### src/rtl/cpu_pkg.sv
// Shared definitions for the 8-bit CPU and its instruction sequencer:
// packed instruction layout and sequencer state encodings.
package cpu_pkg;

    localparam int IW = 12;

    localparam int OP_MSB  = 11;
    localparam int OP_LSB  = 9;
    localparam int RD_MSB  = 8;
    localparam int RD_LSB  = 6;
    localparam int RS1_MSB = 5;
    localparam int RS1_LSB = 3;
    localparam int RS2_MSB = 2;
    localparam int RS2_LSB = 0;

    typedef enum logic [1:0] {
        S_IDLE  = 2'b00,
        S_ISSUE = 2'b01,
        S_WAIT  = 2'b10,
        S_DONE  = 2'b11
    } seq_state_e;

endpackage

### src/rtl/seq_prog_mem.sv
// Program store for the instruction sequencer: DEPTH x IW,
// synchronous write, asynchronous (combinational) read. No reset: contents survive rst_n.
module seq_prog_mem #(
    parameter int DEPTH = 16,
    parameter int AW    = 4,
    parameter int IW    = 12
) (
    input  logic          clk_i,
    input  logic          we_i,
    input  logic [AW-1:0] waddr_i,
    input  logic [IW-1:0] wdata_i,
    input  logic [AW-1:0] raddr_i,
    output logic [IW-1:0] rdata_o
);

    logic [IW-1:0] mem_q [DEPTH];

    // Write port: one slot per edge when enabled.
    always_ff @(posedge clk_i) begin
        if (we_i) begin
            mem_q[waddr_i] <= wdata_i;
        end
    end

    assign rdata_o = mem_q[raddr_i];

endmodule

### src/rtl/instr_sequencer.sv
// Instruction sequencer: replays a stored program of packed ALU instructions into
// the CPU core, one issue pulse per instruction, advancing on the core's cmd_done.
module instr_sequencer
    import cpu_pkg::*;
#(
    parameter int DEPTH = 16,
    parameter int AW    = 4,
    parameter int IW    = cpu_pkg::IW
) (
    input  logic          clk,
    input  logic          rst_n,
    input  logic          load_we,
    input  logic [AW-1:0] load_addr,
    input  logic [IW-1:0] load_data,
    input  logic          run,
    input  logic [AW:0]   prog_len,
    input  logic          abort,
    input  logic          cmd_done,
    output logic          start_cmd,
    output logic [2:0]    op_out,
    output logic [2:0]    rd_out,
    output logic [2:0]    rs1_out,
    output logic [2:0]    rs2_out,
    output logic          busy,
    output logic          prog_done,
    output logic          aborted,
    output logic [AW-1:0] pc
);

    localparam logic [AW:0] DEPTH_L = (AW+1)'(DEPTH);

    seq_state_e    state_q, state_d;
    logic [AW-1:0] pc_q, pc_d;
    logic [AW:0]   len_q, len_d;
    logic          abort_pend_q, abort_pend_d;
    logic          aborted_q, aborted_d;
    logic          start_q, start_d;
    logic          done_q, done_d;
    logic [IW-1:0] instr_q, instr_d;

    logic          mem_we;
    logic [IW-1:0] mem_rdata;
    logic [AW:0]   len_clamped;
    logic          last_instr;
    logic          abort_eff;

    // Loads are only accepted while no program is in flight.
    assign busy        = (state_q == S_ISSUE) || (state_q == S_WAIT);
    assign mem_we      = load_we && !busy;
    assign len_clamped = (prog_len > DEPTH_L) ? DEPTH_L : prog_len;
    assign last_instr  = ({1'b0, pc_q} == (len_q - 1'b1));

    // Read address follows the next pc so fields are registered on ISSUE entry.
    seq_prog_mem #(
        .DEPTH (DEPTH),
        .AW    (AW),
        .IW    (IW)
    ) u_mem (
        .clk_i   (clk),
        .we_i    (mem_we),
        .waddr_i (load_addr),
        .wdata_i (load_data),
        .raddr_i (pc_d),
        .rdata_o (mem_rdata)
    );

    // State and output registers; memory is deliberately outside this reset.
    always_ff @(posedge clk) begin
        if (!rst_n) begin
            state_q      <= S_IDLE;
            pc_q         <= '0;
            len_q        <= '0;
            abort_pend_q <= 1'b0;
            aborted_q    <= 1'b0;
            start_q      <= 1'b0;
            done_q       <= 1'b0;
            instr_q      <= '0;
        end else begin
            state_q      <= state_d;
            pc_q         <= pc_d;
            len_q        <= len_d;
            abort_pend_q <= abort_pend_d;
            aborted_q    <= aborted_d;
            start_q      <= start_d;
            done_q       <= done_d;
            instr_q      <= instr_d;
        end
    end

    // Next-state logic; an abort arriving alongside cmd_done still ends the run.
    always_comb begin
        state_d      = state_q;
        pc_d         = pc_q;
        len_d        = len_q;
        abort_pend_d = abort_pend_q;
        aborted_d    = aborted_q;
        abort_eff    = abort_pend_q || abort;

        unique case (state_q)
            S_IDLE: begin
                if (run) begin
                    aborted_d = 1'b0;
                    if (len_clamped == '0) begin
                        state_d = S_DONE;
                    end else begin
                        pc_d    = '0;
                        len_d   = len_clamped;
                        state_d = S_ISSUE;
                    end
                end
            end
            S_ISSUE: begin
                if (abort) begin
                    abort_pend_d = 1'b1;
                end
                state_d = S_WAIT;
            end
            S_WAIT: begin
                if (abort) begin
                    abort_pend_d = 1'b1;
                end
                if (cmd_done) begin
                    if (abort_eff || last_instr) begin
                        state_d = S_DONE;
                    end else begin
                        pc_d    = pc_q + 1'b1;
                        state_d = S_ISSUE;
                    end
                end
            end
            S_DONE: begin
                aborted_d    = abort_pend_q;
                abort_pend_d = 1'b0;
                state_d      = S_IDLE;
            end
            default: state_d = S_IDLE;
        endcase
    end

    // Output pulses and instruction fields; a same-cycle load to the fetched slot is forwarded.
    always_comb begin
        start_d = (state_d == S_ISSUE);
        done_d  = (state_d == S_DONE);
        instr_d = instr_q;
        if (state_d == S_ISSUE) begin
            if (mem_we && (load_addr == pc_d)) begin
                instr_d = load_data;
            end else begin
                instr_d = mem_rdata;
            end
        end
    end

    assign start_cmd = start_q;
    assign prog_done = done_q;
    assign aborted   = aborted_q;
    assign pc        = pc_q;
    assign op_out    = instr_q[OP_MSB:OP_LSB];
    assign rd_out    = instr_q[RD_MSB:RD_LSB];
    assign rs1_out   = instr_q[RS1_MSB:RS1_LSB];
    assign rs2_out   = instr_q[RS2_MSB:RS2_LSB];

endmodule

### config.mk
export PLATFORM = sky130hd
export DESIGN_NAME = instr_sequencer
export DESIGN_NICKNAME = d
export VERILOG_FILES = /design/src/rtl/cpu_pkg.sv /design/src/rtl/seq_prog_mem.sv /design/src/rtl/instr_sequencer.sv
export SDC_FILE = /design/constraint.sdc
export NUM_CORES = 1
export LEC_CHECK = 0
export ABC_AREA = 1
export ABC_CLOCK_PERIOD_IN_PS = 2300
export CORE_ASPECT_RATIO = 0.75
export CORE_MARGIN = 10
export CORE_UTILIZATION = 55
export DETAILED_ROUTE_END_ITERATION = 6
export DONT_BUFFER_PORTS = 1
export PLACE_DENSITY = 0.73
export SKIP_LAST_GASP = 1
export SYNTH_ARGS = -nofsm -noshare
export SYNTH_HDL_FRONTEND = slang
export SYNTH_SLANG_ARGS = --single-unit
### constraint.sdc
create_clock -name clk -period 2.3 [get_ports clk]
set_clock_uncertainty 0.05 [all_clocks]
set_input_delay 0.575 -clock clk [delete_from_list [all_inputs] [get_ports clk]]
set_output_delay 0.575 -clock clk [all_outputs]
set_load 0.03 [all_outputs]
-- Word-level counts from Yosys, hierarchy flattened
Memory sizes are Yosys's and may differ from the RTL's. A register that Yosys moved wholly into a read port is not among the register bits.
Cells that the tools add are included.
- word-level logic and storage cells: 51
- output and inout bits: 20
- memory bits (writable): 192
- input bits: 27
- memories kept: 1
- register bits after elaboration: 15
- $add $sub $neg: 2
- reduce and logical (&&, ||, !) cells: 14
- magnitude comparators: 1
- muxes and demuxes: 17
- eq/ne operators: 8
- bitwise logic cells: 1
- memory list (memory ; depth ; width ; rd ports ; clocked after memory_dff ; write ports ; line ; text):
    u_mem.mem_q ; 16 ; 12 ; 1 ; 1 ; 1 ; seq_prog_mem.sv:16 ; logic [IW-1:0] mem_q [DEPTH];
- operator list (cell ; number):
    $mux W4 ; 4
    $mux W2 ; 4
    $pmux W2 S4 ; 1
    $pmux W4 S2 ; 1
    $eq A2 B2 Y1 const B ; 3
    $eq A4 B5 Y1 ; 1
    $gt A5 B5 Y1 const B ; 1
    $logic_not A5 Y1 ; 1
    $mux W5 ; 1
    $sub A5 B1 Y5 const B ; 1
    $add A4 B1 Y4 const B ; 1
    $eq A2 B1 Y1 const B ; 2
    $mux W1 ; 4
    $pmux W1 S2 ; 2
    $reduce_and A2 Y1 ; 2
    $reduce_bool A2 Y1 ; 2
    $logic_or A1 B1 Y1 ; 3
    $reduce_and A3 Y1 ; 1
    $logic_not A1 Y1 ; 2
    $logic_not A2 Y1 ; 1
    $ne A2 B1 Y1 const B ; 1
    $ne A2 B2 Y1 const B ; 1
    $reduce_or A2 Y1 ; 1
    $logic_and A1 B1 Y1 ; 1
    $not A1 Y1 ; 1

-- Depth between registers and ports, before layout
Gate-level depths: netlist of the first run.
- depth after elaboration: 7
- mapped depth: 23
- gate-level depth less buffers: 22

-- Modules after synthesis
A second synthesis of the first run with hierarchy kept.
- cells, all modules: 1076
- area, all modules: 10067.2 µm²
- by module, submodules not included (module ; sequential area each (µm²) ; cells each ; area an instance (µm²) ; instances):
    seq_prog_mem ; 5765.5 ; 801 ; 8321.7 ; 1
    instr_sequencer ; 540.5 ; 275 ; 1745.4 ; 1

-- Worst setup path after synthesis of the first run
OpenSTA, ideal clock, no wires.
- kind: register to register
- from: register len_q[0]
- to: register instr_q[10] (read register of u_mem.mem_q)
- period minus slack after synthesis: 2.434 ns
- required time: 2.118 ns
- slack: -0.134 ns
- arrival: 2.251 ns
- cell stages (with the launch flop): 24
- library setup time: 0.132 ns
- buffers on the path: 1
- cells stage by stage: dfxtp_1 -> inv_1 -> ha_1 -> nand2_1 -> inv_1 -> nor2_1 -> nand3_1 -> nor2_1 -> nand2_2 -> nand2_2 -> nand2_1 -> nand2_1 -> nand2_1 -> nand2_2 -> inv_2 -> nand2_1 -> nand2_1 -> nor2_2 -> buf_2 -> nand3_1 -> nand2_1 -> clkinv_1 -> nand2_1 -> a21oi_1
- word-level cells in the longest chain between the ends: 7
- elaborated cells between the ends (all ways): 10
- classes of those cells: add/sub: 1; eq/ne: 2; mux: 6; reduce/logical: 1
- RTL lines (item ; line ; text):
    from (decl) ; instr_sequencer.sv:34 ; logic [AW:0] len_q, len_d;
    from (signal assigned) ; instr_sequencer.sv:81 ; len_q <= len_d;
    $sub A5 B1 Y5 (*) ; instr_sequencer.sv:51 ; assign last_instr = ({1'b0, pc_q} == (len_q - 1'b1));
    $eq A4 B5 Y1 (*) ; instr_sequencer.sv:51 ;
    $logic_or A1 B1 Y1 (*) ; instr_sequencer.sv:123 ; if (abort_eff || last_instr) begin
    $mux W2 ; instr_sequencer.sv:123 ;
    $mux W2 ; instr_sequencer.sv:122 ; if (cmd_done) begin
    $pmux W2 S4 ; instr_sequencer.sv:99 ; unique case (state_q)
    $eq A2 B1 Y1 ; instr_sequencer.sv:145 ; if (state_d == S_ISSUE) begin
    to (decl) ; instr_sequencer.sv:39 ; logic [IW-1:0] instr_q, instr_d;
Mark *: on every way between the ends. The rest lies on a longest branch, timed or not.
A chain may end at the register's enable or synchronous reset.

-- Worst setup path after layout of the first run
- from: register len_q[0]
- to: register instr_q[3] (read register of u_mem.mem_q)
Same word-level chain as after synthesis.

==> out/results.tsv, run 1 <==
metric	value	unit
yosysTopAreaCell	edfxtp_1	
ys_seq_area_share	62.34	%
yosysTopAreaCellShare	56.99	%
cts_buffers	21	
htree_num_levels	1	
viasPerCell	5.840	
cts.clk_slew.worst_paths	0.07	ns
slew_viol_final	0	
placementRows	42	
gr-usage-all-layers	23.64	%
switching_share	30.54	%
synthCells	1043	
nFillCells	1189	
initial_core_util	56.62	%
yosysWarnings	0	
rsz0062_at_grt	true	
place_ws	-0.2929	ns
cts_tree	yes	
worstPathArrival	3.06	ns
drc_errors	0	
slowest_stage	dfxtp_2	
final.min_clock_period	2.716	ns
portBuffers	0	
multi_input_area	0.003312	mm^2
fin_ws	-0.4161	ns
syn_area_per_cell	9.699	um^2
floorplan.die_area	0.02427	mm^2
status	finished, violations left	
placedCellCount	1305	
ys_seq_elements	219	
pwr-share-comb	21.7	%
p_sw	0.003238	W
via_count	8024	
wl_per_cell	22.16	um
num_io_pins	47	
die_y	137.5	um
period_share	118.1	%
crit_chain	buf_4, buf_4, buf_4, nand2_1, nand2_1, nand3_2, nor2_2, nand2_2, nand2_4, buf_6, o21bai_1, nand3_2, nand3_2, nand2_2, nor2_4, buf_8, nand3_2, nand2_1, inv_2, nand2_1, a21oi_1	
fin_nets	1149	
min_path_type	in2reg	
ys_top_cells_by_area	edfxtp_1 57%, nand3_1 13%, inv_1 6.8%	
cts_buffer_depth	3	
antenna_left	0	
fin_util	71.74	%
grt-ovfl-total	0	
antenna_found_initial	0	
worstSetupPathType	reg2reg	
syn_nets	1075	
ir_drop	0.7291	mV
worst-path-buf-inv	6	
startpoint_type	register	
clockPowerShare	32.0	%
cpLargestDelayFamily	simple AND/OR/NAND/NOR gates	
register_area	0.006309	mm^2
path_max_fanout	8	
finalNonFillerCells	1374	
p_per_area	827.1	mW/mm^2
clock_latency	0.51	ns
synth_cell_types	28	
drive_gt1_share	22.79	%
worstMarginPinSlew	0.5336	ns
fp.coreArea	0.01787	mm^2
setup_viol	12	
slowest_delay	0.33	ns
syn_area	0.01012	mm^2
max_cap_violations	0	
p_int	0.007364	W
first_pass_iters	6	
n_antenna_cell	0	
hold_viol	0	
gp_congestion	0.9021	
grt_start_max_net_pins	53	
area_delta_synth_final	26.72	%
grt_first_pass_wirelength	44200	um
fmax	368.2	MHz
max-slew-margin-rel	64.38	%
wl	30440	um
power_leakage	5.341	nW
die_x	176.6	um
numClockSinks	219	
root_buffer	clkbuf_16	
place_hpwl	16640	um
drt-initial-drc-count	1335	
grt_pass1_vias	7510	
cp-end-kind	register	
seq_power_share	46.3	%
required	2.64	ns
violations	setup timing	
## power groups by stage
stage | sequential, W | combinational [W] | clock (W)
after floorplan | 0.00490 | 0.00114 | 0
after global placement | 0.00498 | 0.00177 | 0
after detailed placement | 0.00498 | 0.00180 | 0
after CTS | 0.00490 | 0.00201 | 0.00340
after global routing | 0.00493 | 0.00247 | 0.00356
final | 0.00491 | 0.00230 | 0.00339
## final timing paths
check / slack (ns) / start / endpoint / cells past startpoint
worst max-delay path: -0.42 / len_q[0] / instr_q[3] / 21
worst min-delay path: 0.11 / load_data[0] / u_mem.mem_q[13][0] / 0
worst max register to register: -0.42 / len_q[0] / instr_q[3] / 21
worst min register to register: 0.45 / len_q[4] / len_q[4] / 2
## flip-flops by register name (all words and copies together), names as in the netlist
signal	count
start_cmd	1
abort_pend_q	1
u_mem.mem_q	192
prog_done	1
instr_q	12
aborted	1
state_q	2
pc	4
len_q	5
## kinds of logic (layout without fill, tap and decap cells)
| family | Yosys count | in the layout | synth area share [%] |
|---|---|---|---|
| adders and majority gates | 5 | 5 | 0.6184 |
| buffers and inverters | 251 | 340 | 10.02 |
| and+or+nand+nor | 534 | 534 | 25.19 |
| AOI/OAI and AO/OA | 34 | 34 | 1.831 |
| DFF | 219 | 219 | 62.34 |
## stage by stage
stage                     instance area, um^2  hold slack, ns  setup TNS [ns]  total power, W
after global routing                    12820         0.09484          -6.038         0.01096
final                                   12820          0.1093          -4.350         0.01060
after detailed placement                11050          0.4295          -3.081        0.006789
after floorplan                         10150          0.4040               0        0.006034
after CTS                               12350          0.1040          -2.632         0.01031
after global placement                  11050          0.4226          -2.750        0.006753
## Yosys cell counts
library cell	number
inv_1	182
o21ai_0	3
nand3_2	1
a211oi_1	3
clkbuf_1	18
o21bai_1	1
nor3_1	2
o211ai_1	1
a31oi_1	1
nor3b_1	1
nand2_2	6
o22ai_1	1
inv_2	9
nand3b_1	48
buf_2	18
nor2_1	31
edfxtp_1	192
nor2_2	3
nand3_1	257
buf_4	5
ha_1	5
nand2_1	182
buf_6	4
dfxtp_1	27
clkinv_1	7
nand4_1	3
buf_1	8
a21oi_1	24
## cells in the final DEF, fill, tap and decap left out, types with 8 or more instances in the layout
cell / instances
nand3_1: 198
edfxtp_1: 192
inv_1: 177
nand2_1: 158
nand3_2: 55
buf_4: 49
nand3b_1: 48
buf_12: 35
nor2_1: 27
dfxtp_1: 25
clkbuf_16: 25
nand2_2: 21
a21oi_1: 18
inv_2: 16
buf_16: 8
## area by class of cell
| class | count | share of cell area (%) |
|---|---|---|
| flip-flops and latches | 219 | 49.21 |
| multi-input cells | 573 | 25.84 |
| well taps | 242 | 2.362 |
| clock buffers | 26 | 4.246 |
| repair buffers | 104 | 11.57 |
| inverters | 198 | 5.876 |
| clock inverters | 12 | 0.8980 |
## metal layers
layer  GRT usage (%)  part of all wire (%)  routed length [um]
met1           32.30                    39               11930
met2           36.00                    44               13520
met3           6.318                    13                3992
met4           7.918                   3.3                 992
met5               0                     0                   0
## worst register-to-register path, stage by stage, from the launching register on
cell and delay [ns]:
dfxtp_2 0.33, buf_4 0.13, buf_4 0.12, buf_4 0.13, nand2_1 0.06, nand2_1 0.07, nand3_2 0.08, nor2_2 0.04
nand2_2 0.11, nand2_4 0.09, buf_6 0.13, o21bai_1 0.19, nand3_2 0.15, nand3_2 0.10, nand2_2 0.06, nor2_4 0.20
buf_8 0.19, nand3_2 0.09, nand2_1 0.09, inv_2 0.04, nand2_1 0.08, a21oi_1 0.08
## timing repair
item,CTS,global route
pin swaps,32,50
setup buffers,13,7
gates resized for setup,58,87
hold buffers,0,0
setup endpoints to repair,12,153
gates cloned,8,4
No activity file was read; power rests on OpenSTA's default activity.
==> run 2: changes to the inputs <==
--- a/config.mk
+++ b/config.mk
@@ -7,12 +7,14 @@
 export LEC_CHECK = 0
 export ABC_AREA = 1
 export ABC_CLOCK_PERIOD_IN_PS = 2300
+export CELL_PAD_IN_SITES_DETAIL_PLACEMENT = 2
+export CELL_PAD_IN_SITES_GLOBAL_PLACEMENT = 2
 export CORE_ASPECT_RATIO = 0.75
 export CORE_MARGIN = 10
-export CORE_UTILIZATION = 55
+export CORE_UTILIZATION = 37
 export DETAILED_ROUTE_END_ITERATION = 6
 export DONT_BUFFER_PORTS = 1
-export PLACE_DENSITY = 0.73
+export PLACE_DENSITY_LB_ADDON = 0.1
 export SKIP_LAST_GASP = 1
 export SYNTH_ARGS = -nofsm -noshare
 export SYNTH_HDL_FRONTEND = slang
==> run 2 against run 1 <==
The run still ends with setup timing left. Critical path depth did not move. Cell count rose by 11%. Non-clock buffer count rose by 39. Utilization fell by 22 points. Cell area rose by 4.9%. First-iteration DRC count fell by 63%. Critical path type unchanged. Largest cell class unchanged.
==> out/results.tsv, run 2 (same netlist as run 1, synthesis figures left out) <==
metric	value	unit	change
placedCellCount	1455		was 1305
layout_common_cells	192 x edfxtp_1, 179 x inv_1, 164 x nand3_1		was 198 x nand3_1, 192 x edfxtp_1, 177 x inv_1
hold_viol	0		unchanged
grt_first_pass_wirelength	57490	um	was 44200 um
grt_pass1_vias	8851		was 7510
worstPathArrival	3.11	ns	was 3.06 ns
placementRows	52		was 42
reg2reg_from	len_q[0]		unchanged
max-slew-margin-rel	55.40	%	was 64.38%
first_pass_iters	5		was 6
worstHoldStart	load_data[5]		was load_data[0]
max_cap_violations	0		unchanged
path_common_cell	nand3_1		
startpoint_type	register		unchanged
slew_viol_final	0		unchanged
ir_drop	0.7558	mV	was 0.7291 mV
p_per_area	824.4	mW/mm^2	was 827.1 mW/mm^2
cts_buffer_depth	3		unchanged
via_count	8204		was 8024
fin_ws	-0.4627	ns	was -0.4161 ns
finalNonFillerCells	1526		was 1374
drive_gt1_share	29.36	%	was 22.79%
root_buffer	clkbuf_16		unchanged
portBuffers	0		unchanged
worstMarginPinSlew	0.6649	ns	was 0.5336 ns
drt-initial-drc-count	497		was 1335
largest-register	u_mem.mem_q		unchanged
antenna_found_initial	0		unchanged
die_y	163.2	um	was 137.5 um
period_share	120.1	%	was 118.1%
top_regs	u_mem.mem_q (192), instr_q (12), len_q (5)		unchanged
slowest_delay	0.33	ns	about the same
required	2.65	ns	was 2.64 ns
path_max_fanout	5		was 8
wl_per_cell	26.51	um	was 22.16 um
die_x	210.9	um	was 176.6 um
gp_congestion	0.8376		was 0.9021
cts_tree	yes		unchanged
ctsHoldBuffers	0		unchanged
slowest_stage	dfxtp_2		unchanged
floorplan.die_area	0.03442	mm^2	was 0.02427 mm^2
place_hpwl	24150	um	was 16640 um
power_leakage	5.608	nW	was 5.341 nW
fmax	362.0	MHz	was 368.2 MHz
min_path_type	in2reg		unchanged
grt_start_max_net_pins	44		was 53
largest_reg_flops	192		unchanged
initial_core_util	37.56	%	was 56.62%
num_io_pins	47		unchanged
cpLargestDelayFamily	simple AND/OR/NAND/NOR gates		unchanged
grt-ovfl-total	0		unchanged
numClockSinks	219		unchanged
antenna_left	0		unchanged
cts_buffers	24		was 21
mostFrequentLayoutCell	edfxtp_1		was nand3_1
status	finished, violations left		unchanged
crit_chain	inv_2, ha_4, inv_1, nand2_2, nand3_1, nand3_1, nor2_2, nand2_2, nand2_4, nand2_4, nand3_4, buf_12, buf_16, buf_4, nand3_1, nand3_1, nand3_2, nand3_2, nand3_1, nand2_1, a21oi_1		was buf_4, buf_4, buf_4, nand2_1, nand2_1, nand3_2, nor2_2, nand2_2, nand2_4, buf_6, o21bai_1, nand3_2, nand3_2, nand2_2, nor2_4, buf_8, nand3_2, nand2_1, inv_2, nand2_1, a21oi_1
drc_errors	0		unchanged
setup_viol	12		unchanged
violations	setup timing		unchanged
fp.coreArea	0.02694	mm^2	was 0.01787 mm^2
cp-startpoint	len_q[0]		unchanged
n_antenna_cell	0		unchanged
wl	40450	um	was 30440 um
gr-usage-all-layers	22.28	%	was 23.64%
worstSetupPathType	reg2reg		unchanged
cp-end-kind	register		unchanged
fin_nets	1191		was 1149
final.min_clock_period	2.763	ns	was 2.716 ns
htree_num_levels	1		unchanged
place_ws	-0.4841	ns	was -0.2929 ns
worst-path-buf-inv	5		was 6
clock_latency	0.54	ns	was 0.51 ns
cts.clk_slew.worst_paths	0.07	ns	about the same
area_delta_synth_final	32.90	%	was 26.72%
viasPerCell	5.376		was 5.840
rsz0062_at_grt	true		unchanged
run 2: cell count changes in the layout (fill, tap and decap cells not counted), sizes merged:
cell	delta
clkinv	-4
bufinv	-1
buf	+39
clkbuf	+12
inv	-1
clkinvlp	-2
run 2: layout make-up:
cell class              count  area (um^2)
clock buffers              38        684.4
clock inverters             4        41.29
fillers                  2677        13490
inverters                 198        753.2
multi-input cells         573         3547
flip-flops and latches    219         6309
well taps                 351        439.2
repair buffers            143         1670
run 2: worst paths after layout:
check | end | slack [ns] | depth (start not counted)
setup / recovery | instr_q[4] | -0.46 | 21
hold / removal | u_mem.mem_q[10][5] | 0.08 | 0
setup reg to reg | instr_q[4] | -0.46 | 21
hold reg to reg | len_q[4] | 0.45 | 2
run 2: through the flow:
step	setup TNS, ns	instance area (um^2)	utilization (%)	hold slack, ns	total power (W)
floorplan	0	10150	-	0.4040	0.006034
CTS	-3.403	12740	47.31	0.05679	0.01083
finish	-4.641	13440	49.91	0.07835	0.01108
global placement	-4.662	11430	42.45	0.4268	0.006869
global route	-7.483	13440	49.91	0.06270	0.01153
detailed placement	-5.606	11430	42.45	0.4481	0.006935
run 2: what timing repair did:
item / CTS / global route
pin swaps: 26 / 52
resized for setup: 83 / 136
buffers inserted: 15 / 6
endpoints found under the hold margin: 0 / 0
gates cloned: 6 / 4
endpoints found under the setup margin: 30 / 170
run 2: per-layer routing:
layer  GRT usage [%]  share of wire [%]
met1           29.20                 43
met2           38.09                 50
met3           3.026                4.6
met4           5.813                2.3
met5               0                  0
run 2: power breakdown:
part           internal (W)  switching [W]  total [W]
logic              0.000958        0.00150    0.00246
registers           0.00454       0.000351    0.00490
clock network       0.00213        0.00159    0.00373
